===== config.mk =====
export PLATFORM = sky130hd
export DESIGN_NAME = seg_display_scan
export DESIGN_NICKNAME = d
export VERILOG_FILES = /design/src/rtl/seg_pkg.sv /design/src/rtl/seg7_digit_dec.sv /design/src/rtl/seg_display_scan.sv
export SDC_FILE = /design/constraint.sdc
export NUM_CORES = 1
export LEC_CHECK = 0
export CORE_MARGIN = 3
export CORE_UTILIZATION = 25
export CTS_CLUSTER_SIZE = 24
export DETAILED_ROUTE_END_ITERATION = 8
export SLEW_MARGIN = 0
export SYNTH_ARGS = -nofsm -noshare
export SYNTH_HDL_FRONTEND = slang
export SYNTH_SLANG_ARGS = --single-unit

===== constraint.sdc =====
create_clock -name clk -period 3 [get_ports clk]
set_input_delay 0.6 -clock clk [delete_from_list [all_inputs] [get_ports clk]]
set_output_delay 0.6 -clock clk [all_outputs]
set_load 0.01 [all_outputs]

===== src/rtl/seg_pkg.sv =====
// Shared constants and types for the mm:ss seven-segment scanner.
// Segment patterns are active-low, ordered seg[6:0] = g..a.
package seg_pkg;

   typedef logic [1:0] digit_idx_t;

   localparam logic [6:0] SEG_0   = 7'b1000000;
   localparam logic [6:0] SEG_1   = 7'b1111001;
   localparam logic [6:0] SEG_2   = 7'b0100100;
   localparam logic [6:0] SEG_3   = 7'b0110000;
   localparam logic [6:0] SEG_4   = 7'b0011001;
   localparam logic [6:0] SEG_5   = 7'b0010010;
   localparam logic [6:0] SEG_6   = 7'b0000010;
   localparam logic [6:0] SEG_7   = 7'b1111000;
   localparam logic [6:0] SEG_8   = 7'b0000000;
   localparam logic [6:0] SEG_9   = 7'b0010000;
   localparam logic [6:0] SEG_OFF = 7'b1111111;

   function automatic logic [6:0] seg_lut(input logic [3:0] digit);
      logic [6:0] pat;
      case (digit)
         4'd0:    pat = SEG_0;
         4'd1:    pat = SEG_1;
         4'd2:    pat = SEG_2;
         4'd3:    pat = SEG_3;
         4'd4:    pat = SEG_4;
         4'd5:    pat = SEG_5;
         4'd6:    pat = SEG_6;
         4'd7:    pat = SEG_7;
         4'd8:    pat = SEG_8;
         4'd9:    pat = SEG_9;
         default: pat = SEG_OFF;
      endcase
      return pat;
   endfunction

endpackage


===== src/rtl/seg7_digit_dec.sv =====
// Splits a 0..63 binary value into tens/ones digits and returns both segment patterns.
// Purely combinational; values 60..63 map to tens digit 6 without clamping.
module seg7_digit_dec
   import seg_pkg::*;
(
   input  logic [5:0] val_i,
   output logic [6:0] tens_o,
   output logic [6:0] ones_o
);

   logic [2:0] tens;
   logic [3:0] ones;

   always_comb begin
      tens = 3'd0;
      if (val_i >= 6'd60)      tens = 3'd6;
      else if (val_i >= 6'd50) tens = 3'd5;
      else if (val_i >= 6'd40) tens = 3'd4;
      else if (val_i >= 6'd30) tens = 3'd3;
      else if (val_i >= 6'd20) tens = 3'd2;
      else if (val_i >= 6'd10) tens = 3'd1;
      ones = 4'(val_i - 6'(tens) * 6'd10);
   end

   assign tens_o = seg_lut({1'b0, tens});
   assign ones_o = seg_lut(ones);

endmodule


===== src/rtl/seg_display_scan.sv =====
// Four-digit multiplexed mm:ss display driver with per-frame input snapshot.
// Define SEG_LZB_EN to blank the minutes-tens digit while minutes < 10.
module seg_display_scan
   import seg_pkg::*;
#(
   parameter int unsigned SCAN_DIV  = 100000,
   parameter int unsigned BLANK_CYC = 16
) (
   input  logic       clk,
   input  logic       rst_n,
   input  logic [5:0] mm,
   input  logic [5:0] ss,
   output logic [3:0] an,
   output logic [6:0] seg,
   output logic       dp
);

   localparam int unsigned PW = (SCAN_DIV > 1) ? $clog2(SCAN_DIV) : 1;
   localparam logic [PW-1:0] PrescMax = PW'(SCAN_DIV - 1);
   localparam logic [PW-1:0] BlankEnd = PW'(BLANK_CYC);

   logic [PW-1:0] presc_q, presc_d;
   digit_idx_t    idx_q, idx_d;
   logic [5:0]    mm_snap_q, mm_snap_d;
   logic [5:0]    ss_snap_q, ss_snap_d;
   logic [3:0]    an_q, an_d;
   logic [6:0]    seg_q, seg_d;
   logic          dp_q, dp_d;

   logic          tick;
   logic [6:0]    ss_tens, ss_ones, mm_tens, mm_ones;
   logic [6:0]    digit_pat;
   logic          hide_d3;
   logic          active;

   seg7_digit_dec u_dec_ss (
      .val_i  (ss_snap_q),
      .tens_o (ss_tens),
      .ones_o (ss_ones)
   );

   seg7_digit_dec u_dec_mm (
      .val_i  (mm_snap_q),
      .tens_o (mm_tens),
      .ones_o (mm_ones)
   );

   assign tick = (presc_q == PrescMax);

   always_comb begin
      presc_d   = tick ? '0 : presc_q + 1'b1;
      idx_d     = tick ? idx_q + 2'd1 : idx_q;
      mm_snap_d = mm_snap_q;
      ss_snap_d = ss_snap_q;
      // Reload only at the frame boundary so all four digits show one value.
      if (tick && (idx_q == 2'd3)) begin
         mm_snap_d = mm;
         ss_snap_d = ss;
      end
   end

   always_comb begin
      unique case (idx_q)
         2'd0: digit_pat = ss_ones;
         2'd1: digit_pat = ss_tens;
         2'd2: digit_pat = mm_ones;
         2'd3: digit_pat = mm_tens;
         default: digit_pat = SEG_OFF;
      endcase
`ifdef SEG_LZB_EN
      hide_d3 = (mm_snap_q < 6'd10);
`else
      hide_d3 = 1'b0;
`endif
      active = (presc_q >= BlankEnd) && !((idx_q == 2'd3) && hide_d3);
      an_d   = active ? ~(4'b0001 << idx_q) : 4'b1111;
      seg_d  = active ? digit_pat : SEG_OFF;
      dp_d   = !(active && (idx_q == 2'd2));
   end

   always_ff @(posedge clk or negedge rst_n) begin
      if (!rst_n) begin
         presc_q   <= '0;
         idx_q     <= 2'd0;
         mm_snap_q <= 6'd0;
         ss_snap_q <= 6'd0;
         an_q      <= 4'b1111;
         seg_q     <= SEG_OFF;
         dp_q      <= 1'b1;
      end else begin
         presc_q   <= presc_d;
         idx_q     <= idx_d;
         mm_snap_q <= mm_snap_d;
         ss_snap_q <= ss_snap_d;
         an_q      <= an_d;
         seg_q     <= seg_d;
         dp_q      <= dp_d;
      end
   end

   assign an  = an_q;
   assign seg = seg_q;
   assign dp  = dp_q;

endmodule


==> results.yml <==
run_status:
  status: "completed"
drt:
  ant_nets: 0
  num_vias: 2531
  routed_wl_um: 6953
  avgViaCountPerCell: 4.839
  first_pass_iters: 4
  wl_per_cell_um: 13.29
  drtIter0Drc: 175
  post-route-drc-count: 0
global_route:
  grt.overflow.total: 0
  grt_pass1_wl_um: 11460
  grt_max_degree: 43
  grt_pass1_vias: 2430
  track_usage_pct: 10.53
  antenna_found_initial: 0
critical_path:
  worst_path_max_delay_cell: "dfrtp_2"
  crit_path_end_kind: "flop"
  cp-start-kind: "flop"
  timing.rr.end: "seg[3]"
  required_ns: 3.21
  cp_slowest_stage_delay_ns: 0.45
  startpoint: "mm_snap_q[2]"
  rr_worst_depth: 12
  crit_type: "reg2reg"
  cp_max_fo: 8
  r2r_slack_ns: 0.12
  crit_chain: "mux2i_1, and2_0, o41a_1, inv_2, ha_1, inv_1, fa_2, o31a_2, buf_4, o31ai_1, nor3_1, o32a_1"
  reg2reg_from: "mm_snap_q[2]"
  worstPathArrival_ns: 3.08
timing:
  rsz0062_at_grt: "false"
  relSlewSlack_pct: 36.24
  setup_viol: 0
  clock.fmax_ghz: 0.3475
  holdWs_ns: 0.4627
  fin_crit_sh_pct: 95.92
  finalHoldViolCount: 0
  tightestPinTransition_ns: 0.9564
  fin_ws_ns: 0.1223
  layout_min_cycle_time_ns: 2.878
  finalClockSkew_ns: 0.007278
  maxSlewViolCount: 0
final_layout:
  diodes: 0
  multiInputGateArea_um2: 1882
  fill_cells: 1184
  syn2layout_area_growth_pct: 26.51
  final_area_um2: 3864
  drive_gt1_share_pct: 21.84
  nNetsFinal: 425
  seqCellArea_um2: 1069
  fin_util_pct: 33.13
synthesis:
  avgSynthCellArea_um2: 9.036
  synth.ff_latch_count: 42
  synthDominantCellAreaShare_pct: 25.40
  yosys_warnings: 0
  yosys-top-cells-area: "dfrtp_1, ha_1, dfstp_2"
  yosysMostFrequentCell: "nand2_1"
  synth_edf_count: 0
  yosysTopAreaCell: "dfrtp_1"
  postSynthCellCount: 338
  synth_cell_type_count: 65
  synth_common_cells: "nand2_1, dfrtp_1, inv_1"
  syn_nets: 384
  async_reset_ff_share_pct: 100.0
  synth_ff_type: "dfrtp_1"
  netlist_area_um2: 3054
  ys_seq_area_share_pct: 34.86
run:
  drv_cap: 0
clock_tree:
  clkLatencyLatePin_ns: 0.28
  cts_tree: "yes"
  htreeDepth: 2
  clk_pin_slew_ns: 0.06
  clock_sinks: 42
  ctsHoldBuffers: 0
  cts_root_buf: "clkbuf_16"
  cts.path.max_buffers: 2
  cts_buffers: 5
placed_design:
  post-place-ws_ns: -0.03265
  hpwl_um: 5068
  place_area_um2: 3545
  gp_congestion: 0.8347
  portBuffers: 25
die:
  core_area_um2: 11660
  die_y_um: 116.5
  chipWidth_um: 116.5
  start_util_pct: 26.19
  io_pins: 26
  num_rows: 39
  fp.dieArea_um2: 13580
pwr:
  power.total_w: 0.001701
  powerDensity_nw_per_um2: 440.3
  peakVddDrop_uv: 237.7
  p_leak_nw: 1.705
worst_hold_path:
  hold_path_class: "in2async"
==> layout make-up <==
type                            count  area share (%)
Clock buffer                        6           3.335
Timing Repair Buffer               52           11.69
Multi-Input combinational cell    247           48.70
Clock inverter                      2          0.9715
Tap cell                          143           4.631
Inverter                           31           3.012
Sequential cell                    42           27.66
==> how the worst max path moves through the flow <==
stage / to / slack (ns) / depth (start not counted)
2_1_floorplan: seg[5] / -0.02 / 13
3_3_place_gp: seg[2] / 0.09 / 12
3_5_place_dp: seg[6] / -0.03 / 11
4_1_cts: seg[0] / 0.02 / 12
5_1_grt: seg[5] / 0.005 / 12
6_report: seg[3] / 0.12 / 12
==> cells in the final DEF, fill, tap and decap left out, types with 4 or more instances in the layout <==
master | Yosys | final
ha_1 | 30 | 29
clkdlybuf4s50_1 | 0 | 24
o21ai_1 | 2 | 4
or4_1 | 4 | 4
nor3_1 | 6 | 6
xor2_1 | 6 | 6
dfstp_2 | 11 | 11
clkbuf_16 | 0 | 5
nor2_1 | 27 | 27
nand2_1 | 34 | 34
xnor2_1 | 8 | 8
nand3_1 | 8 | 8
a21oi_1 | 11 | 10
inv_1 | 31 | 28
mux2_2 | 12 | 12
nor2b_1 | 5 | 4
nand4_1 | 5 | 5
buf_4 | 1 | 26
o21ai_0 | 18 | 16
dfrtp_1 | 31 | 28
==> stage by stage <==
step                setup TNS (ns)  instances
global placement                 0        508
global route                     0        523
finish                           0        523
CTS                              0        516
detailed placement        -0.03265        508
floorplan                 -0.01600        338
==> registers in the layout, summed over array words and instances, names as in the netlist <==
| signal | count |
|---|---|
| ss_snap_q | 6 |
| seg | 7 |
| an | 3 |
| idx_q | 2 |
| mm_snap_q | 6 |
| presc_q | 17 |
| dp | 1 |
==> routing by layer <==
metal	wire [um]	GRT usage, %	share of wire [%]	up-vias
met1	3295	13.97	47	1229
li1	-	-	-	1257
met3	207	2.073	3.0	6
met4	72	2.752	1.0	0
met5	0	0	0	-
met2	3376	17.58	49	39
==> critical path: cells and delay by family (launching register included) <==
family	cells	cell delay, ns
flip-flops	1	0.45
AND/OR/NAND/NOR	2	0.26
adder cells (fa/ha/maj)	2	0.54
multiplexers	1	0.12
AO/OA/AOI/OAI	4	1.13
buffers and inverters	3	0.30
==> timing repair <==
action / 4_1_cts / 5_1_grt
endpoints found under the setup margin: 3 / 7
pin swaps: 0 / 6
cloned: 0 / 1
endpoints found under the hold margin: 0 / 0
gates resized for setup: 2 / 20
setup buffers: 0 / 6
==> report_power, final <==
group	switching [W]	internal [W]	leakage, nW
clock network	0.000224	0.000393	0.0771
logic	0.000219	0.000223	1.12
registers	0.0000216	0.000620	0.504
total	0.000465	0.00124	1.70
==> logic make-up after synthesis <==
logic type	after synthesis	share of synthesized area, %
flip-flops	42	34.86
XOR/XNOR	14	4.015
adder cells (fa/ha/maj)	32	13.60
multiplexers	15	5.408
AND/OR/NAND/NOR	112	18.23
buffers and inverters	49	6.923
AO/OA/AOI/OAI	74	16.96
No activity file was read; power rests on OpenSTA's default activity.
